===== config.mk =====
export PLATFORM = sky130hd
export DESIGN_NAME = mem_arbiter
export DESIGN_NICKNAME = d
export VERILOG_FILES = /design/src/rtl/mem_arbiter.sv
export SDC_FILE = /design/constraint.sdc
export NUM_CORES = 1
export LEC_CHECK = 0
export BUFFER_PORTS_ARGS = -buffer_cell sky130_fd_sc_hd__buf_2
export CAP_MARGIN = 15
export CORE_ASPECT_RATIO = 0.9
export CORE_UTILIZATION = 37
export DETAILED_ROUTE_END_ITERATION = 8
export PLACE_DENSITY = 0.85
export SKIP_LAST_GASP = 1
export SLEW_MARGIN = 20
export SYNTH_ARGS = -nofsm -noshare
export SYNTH_HDL_FRONTEND = slang
export SYNTH_SLANG_ARGS = --single-unit

===== constraint.sdc =====
create_clock -name clk -period 1.63 [get_ports clk]
set_input_delay 0.0815 -clock clk [delete_from_list [all_inputs] [get_ports clk]]
set_output_delay 0.0815 -clock clk [all_outputs]
set_load 0.005 [all_outputs]

===== src/rtl/mem_arbiter.sv =====
// Single-port memory arbiter between the VeriRISC CPU and an external loader/debug port.
// Define ARB_STATS_EN to add the stat_stall_cnt stall-cycle counter output.
module mem_arbiter #(
    parameter int AWIDTH       = 5,
    parameter int DWIDTH       = 8,
    parameter int STARVE_LIMIT = 8,
    parameter int MAX_BURST    = 4
) (
    input  logic              clk,
    input  logic              rst,
    input  logic              halt,
    input  logic              cpu_rd,
    input  logic              cpu_wr,
    input  logic [AWIDTH-1:0] cpu_addr,
    input  logic [DWIDTH-1:0] cpu_wdata,
    output logic              cpu_stall,
    input  logic              ldr_req,
    input  logic              ldr_we,
    input  logic [AWIDTH-1:0] ldr_addr,
    input  logic [DWIDTH-1:0] ldr_wdata,
    output logic              ldr_gnt,
    output logic              ldr_last,
    output logic              ldr_rvalid,
    output logic [DWIDTH-1:0] ldr_rdata,
    output logic              mem_rd,
    output logic              mem_wr,
    output logic [AWIDTH-1:0] mem_addr,
    output logic [DWIDTH-1:0] mem_wdata,
    input  logic [DWIDTH-1:0] mem_rdata
`ifdef ARB_STATS_EN
    ,
    output logic [15:0]       stat_stall_cnt
`endif
);

    localparam int SW = $clog2(STARVE_LIMIT + 1);
    localparam int BW = $clog2(MAX_BURST + 1);

    typedef enum logic [1:0] {
        ARB_CPU,
        ARB_TURN,
        ARB_LDR
    } arb_state_t;

    arb_state_t    state;
    arb_state_t    next_state;
    logic [SW-1:0] starve_cnt;
    logic [BW-1:0] beat_cnt;
    logic          cpu_busy;
    logic          starve_hit;
    logic          ldr_beat;

    assign cpu_busy   = cpu_rd | cpu_wr;
    assign starve_hit = (starve_cnt == SW'(STARVE_LIMIT - 1));

    always_ff @(posedge clk) begin
        if (rst) begin
            state <= ARB_CPU;
        end else begin
            state <= next_state;
        end
    end

    // All strobes decode from the registered state; a simultaneous CPU read+write lets the write win.
    always_comb begin
        next_state = state;
        mem_rd     = 1'b0;
        mem_wr     = 1'b0;
        mem_addr   = cpu_addr;
        mem_wdata  = cpu_wdata;
        cpu_stall  = 1'b0;
        ldr_gnt    = 1'b0;
        ldr_last   = 1'b0;
        ldr_beat   = 1'b0;
        case (state)
            ARB_CPU: begin
                mem_wr = cpu_wr;
                mem_rd = cpu_rd & ~cpu_wr;
                if (ldr_req && (halt || !cpu_busy || starve_hit)) begin
                    next_state = ARB_TURN;
                end
            end
            ARB_TURN: begin
                cpu_stall  = cpu_busy;
                next_state = ARB_LDR;
            end
            ARB_LDR: begin
                ldr_gnt   = 1'b1;
                cpu_stall = cpu_busy;
                if (ldr_req) begin
                    ldr_beat  = 1'b1;
                    mem_rd    = ~ldr_we;
                    mem_wr    = ldr_we;
                    mem_addr  = ldr_addr;
                    mem_wdata = ldr_wdata;
                    ldr_last  = (beat_cnt == BW'(MAX_BURST - 1));
                    if (ldr_last) begin
                        next_state = ARB_CPU;
                    end
                end else begin
                    next_state = ARB_CPU;
                end
            end
            default: next_state = ARB_CPU;
        endcase
    end

    // Starvation only accrues while the CPU holds the bus; beats are counted per grant.
    always_ff @(posedge clk) begin
        if (rst) begin
            starve_cnt <= '0;
            beat_cnt   <= '0;
        end else begin
            case (state)
                ARB_CPU: begin
                    if (!ldr_req) begin
                        starve_cnt <= '0;
                    end else if (cpu_busy && (starve_cnt != SW'(STARVE_LIMIT))) begin
                        starve_cnt <= starve_cnt + SW'(1);
                    end
                end
                ARB_TURN: begin
                    beat_cnt   <= '0;
                    starve_cnt <= '0;
                end
                ARB_LDR: begin
                    starve_cnt <= '0;
                    if (ldr_beat) begin
                        beat_cnt <= beat_cnt + BW'(1);
                    end
                end
                default: begin
                    starve_cnt <= '0;
                    beat_cnt   <= '0;
                end
            endcase
        end
    end

    always_ff @(posedge clk) begin
        if (rst) begin
            ldr_rvalid <= 1'b0;
        end else begin
            ldr_rvalid <= ldr_beat & ~ldr_we;
        end
    end

    // Memory returns data one cycle after the strobe, which is exactly when ldr_rvalid is high.
    assign ldr_rdata = ldr_rvalid ? mem_rdata : '0;

`ifdef ARB_STATS_EN
    always_ff @(posedge clk) begin
        if (rst) begin
            stat_stall_cnt <= '0;
        end else if (cpu_stall && (stat_stall_cnt != 16'hFFFF)) begin
            stat_stall_cnt <= stat_stall_cnt + 16'd1;
        end
    end
`endif

    cpu_rw_exclusive: assert property (@(posedge clk) disable iff (rst) !(cpu_rd && cpu_wr));

endmodule


* After elaboration in Yosys (flattened, before gate mapping)
Index checks and enable logic that the tools add are counted.
** Operators by class
- Add/subtract/negate cells :: 2
- Eq/ne operators :: 8
- Muxes and demuxes :: 21
- Bitwise gates (word level) :: 7
- Reductions and logical operators :: 10
** Operator list (number)
- two-way mux 8 bit :: 3
- two-way mux 5 bit :: 2
- two-way mux 1 bit :: 8
- two-way mux 2 bit :: 3
- case mux 2 bit (3 select lines) :: 1
- case mux 3 bit (2 select lines) :: 1
- adder 4 x 1 -> 4 bit (second input constant) :: 1
- equality test 4 x 3 -> 1 bit (second input constant) :: 1
- != test 2 bit (second input constant) :: 2
- != test 4 bit (second input constant) :: 1
- inverter 1 bit :: 4
- case mux 1 bit (2 select lines) :: 2
- AND reduction 2 bit :: 2
- adder 3 x 1 -> 3 bit (second input constant) :: 1
- equality test 3 x 2 -> 1 bit (second input constant) :: 1
- two-way mux 3 bit :: 1
- != test 3 bit (second input constant) :: 1
- OR reduction 3 bit :: 1
- AND 1 bit :: 2
- equality test 2 x 1 -> 1 bit (second input constant) :: 1
- equality test 2 bit (second input constant) :: 1
- logical AND 1 bit :: 2
- zero test 2 bit :: 1
- logical OR 1 bit :: 2
- 3 further kinds :: 3
** Word-level totals
- Register bits after elaboration :: 10
- Bits of input ports :: 41
- Logic and storage cells :: 52

* Logic depth before layout (Yosys ltp)
- Depth after elaboration :: 7
- Depth in mapped cells :: 7

* Least setup slack after synthesis
OpenSTA, ideal clock, no wires.
- Path kind :: register -> register
- Start point :: register state[0]
- End point :: register state[1]
- Setup time :: 0.070 ns
- Arrival :: 1.411 ns
- Data required time :: 1.560 ns
- Setup slack :: 0.149 ns
- Cell stages (with the launch flop) :: 7
- Path buffers :: 0
- Clock period less this slack :: 1.481 ns
- Cells stage by stage :: dfxtp_1 inv_1 ha_1 nand2_4 o21ba_4 or3_1 a21oi_1
** On the way
- Longest elaborated chain between the ends :: 3
- Elaborated cells between the ends (all ways) :: 7
** RTL lines
- start, declared :: RTL line 45 : arb_state_t state;
- start signal, assigned :: RTL line 60 : state <= next_state;
- equality test 2 bit or zero test 2 bit (tied branches) :: RTL line 75 : case (state)
- != test 3 bit (no source line) or != test 2 bit (tied branches)
- AND reduction 2 bit (no source line)
Parallel ways exist; a longest one is shown, timed or not.
A chain may end at the register's enable or synchronous reset.

* Final worst setup path
- Start point :: register state[0]
- End point :: output mem_wdata[6]
** On the way
- Longest elaborated chain between the ends :: 2
** RTL lines
- equality test 2 bit :: RTL line 75
- two-way mux 8 bit :: RTL line 75
- end, declared :: RTL line 28 : output logic [DWIDTH-1:0] mem_wdata,
Every way passes these cells.

==> metrics.txt <==
status completed; GP Congestion between 0.7 and 0.8; Worst Path Buf+Inv 3; # port buffers 67; hold crit path type input port to flip-flop; Slew Limit Fails 0; gr ovfl total 0; antenna violations before repair 0; WS Path Type flip-flop to primary output; TritonCTS Buffers 3; DR DRC count 0; sequential power share 39.0%; Seq/Total Area, Yosys roughly a quarter; mean area per synthesized cell roughly 9 sq um; DPL Wire Length roughly 1800 um; Main synth FF type dfxtp_1; Die Height between 40 and 50 um; Cell Rows 15; number of synthesized flops with an enable pin 0; Slew @ Worst Pin roughly 350 ps; Worst Path Max Fanout 5; initial core utilization between 40 and 50%; Chip Width between 50 and 60 um; number of global-route vias before repair approximately 790; CTS root buffer clkbuf_4; Max-Slew Margin vs Limit around three quarters; first-pass GRT wire length between 3000 and 4000 um; CTS Buffer Depth 2; Startpoint Class flip-flop; Hold-fix buffers, CTS 0; vias per cell around 5.4; top-area cell type share of the netlist area between 20% and 30%; Unique masters post-synth 30; CP endpoint kind primary output; GR Util All Layers a little over a fifth; worst-case clock skew around 1.3 ps; async set-reset flop share out of synthesis 0%; leakage power 0.660 nW; Peak Freq 628 MHz; Routed Wire Length about 3000 um; PD cells between 500 and 600 nW/um^2; top cells by area, synth dfxtp_1, mux2_2, ha_1; post-route core utilization around 66%; Area Growth Syn to Fin 65.7%; Placeable Area 1930 sq um; critical path's slowest cell mux2_2; Final Hold Vio Count 0; routed len/inst about 16 um; largest net degree at the start of global routing 10; slowest cell delay on critical path 340 ps; Worst VDD drop around 0.00033 V; Clock Pin Slew Worst Setup and Hold Paths around 70 ps; die area between 2000 and 2500 sq um; min Tclk post-route 1590 ps; cell accounting for the most synthesized area dfxtp_1; synthesized instance count 87; sw frac between 30% and 40%; internal power ~460 uW; most common cell after layout, fill and taps aside buf_2; Post-Syn Area roughly 770 sq um; CTS Sinks 10; Layout fillers between 100 and 150; worst endpoint data arrival time 1510 ps; cell family with most CP delay multiplexers; DRT iter0 DRCs 31; layout cells sized above 1 approximately three fifths; CTS H-tree depth 1; period utilization a little over nine tenths; CP Data Required Time roughly 1600 ps; fin worst setup slack approximately 37 ps; CTS tree built; Post-Place Setup Slack just under 60 ps; Clock Power Share about a quarter; Worst-Skew Late Latency between 200 and 300 ps; Combinational Power Share roughly a third; # nets final about 210; io pins slightly below 70; Yosys reg bits 10; most frequent cells in the layout buf_2, mux2_2, nor2_1, dfxtp_1, and2_1; syn nets 135; antenna-violating nets left 0; Ys Warns 0; first-pass iteration count of the detailed router 4; maxcap violations 0; crit-path cells inv_2 > ha_4 > nand2_8 > buf_12 > mux2_2 > buf_2; final hold slack 13.6 ps; Switch Pwr around 200 uW; Finish-stage setup viols 0; routed vias just over 1000; diode count 0
## repair_timing
item                                    CTS  global route
pin swaps                                 1             1
cloned                                    1             1
endpoints found under the setup margin   14            11
gates resized for setup                   5             2
setup buffers                             3             1
## power by group through the flow
stage,Combinational (mW),Sequential [mW],Clock (mW)
2_1_floorplan,0.0934,0.262,0
4_1_cts,0.207,0.258,0.175
3_5_place_dp,0.191,0.263,0
3_3_place_gp,0.183,0.262,0
5_1_grt,0.245,0.259,0.193
6_report,0.227,0.258,0.177
## registers in the layout, summed over array words and instances (netlist names)
| signal | count |
|---|---|
| beat_cnt | 3 |
| starve_cnt | 4 |
| ldr_rvalid | 1 |
| state | 2 |
## metrics by stage
step                instance area, sq um  total power, mW  std cells  setup TNS, ps
floorplan                            773            0.355         87              0
global placement                    1150            0.446        178              0
detailed placement                  1150            0.454        178              0
CTS                                 1240            0.640        185              0
global route                        1280            0.696        187          -3.63
finish                              1280            0.663        187              0
## final cells by class
class,instances,area (sq um),share of cell area [%]
multi-input combinational,69,566,44.1
timing repair buffer,74,438,34.2
sequential,10,201,15.7
tap,25,31.3,2.44
clock buffer,3,22.5,1.76
inverter,6,22.5,1.76
## cell usage after synthesis (2+ instances only)
master,number
mux2_2,13
dfxtp_1,10
nor2_1,9
and2_1,8
ha_1,7
inv_1,6
a21oi_1,4
nor3_1,4
o21ai_0,3
nand3b_1,2
or3_1,2
## cell families after synthesis
logic type      Yosys count  synth area share (%)
simple gates             32                  23.1
compound gates           14                  13.1
mux                      14                  20.2
flops                    10                  25.9
buf+inv                   8                  4.04
fa+ha+maj                 7                  11.3
xor+xnor                  2                  2.27
## worst paths after layout
path | startpoint | cells after the start | end | slack (ps)
worst min-delay path | ldr_we | 2 | ldr_rvalid$_SDFF_PP0_ | 10
worst min register to register | starve_cnt[3]$_SDFFE_PP0P_ | 2 | starve_cnt[3]$_SDFFE_PP0P_ | 520
worst max-delay path | state[0]$_SDFFE_PP0P_ | 6 | mem_wdata[6] | 40
worst max register to register | state[1]$_SDFFE_PP0P_ | 5 | state[1]$_SDFFE_PP0P_ | 60
## routing by layer
metal / vias to the layer above / share of wire [%] / wire, um / track usage [%]
met5: - / 0 / 0 / 0
met4: 0 / 5.4 / 162 / 13.1
met2: 62 / 51 / 1520 / 37.1
li1: 459 / - / - / -
met3: 20 / 6.8 / 204 / 3.67
met1: 465 / 37 / 1110 / 26.4
Power figures use the tool's default switching activity.
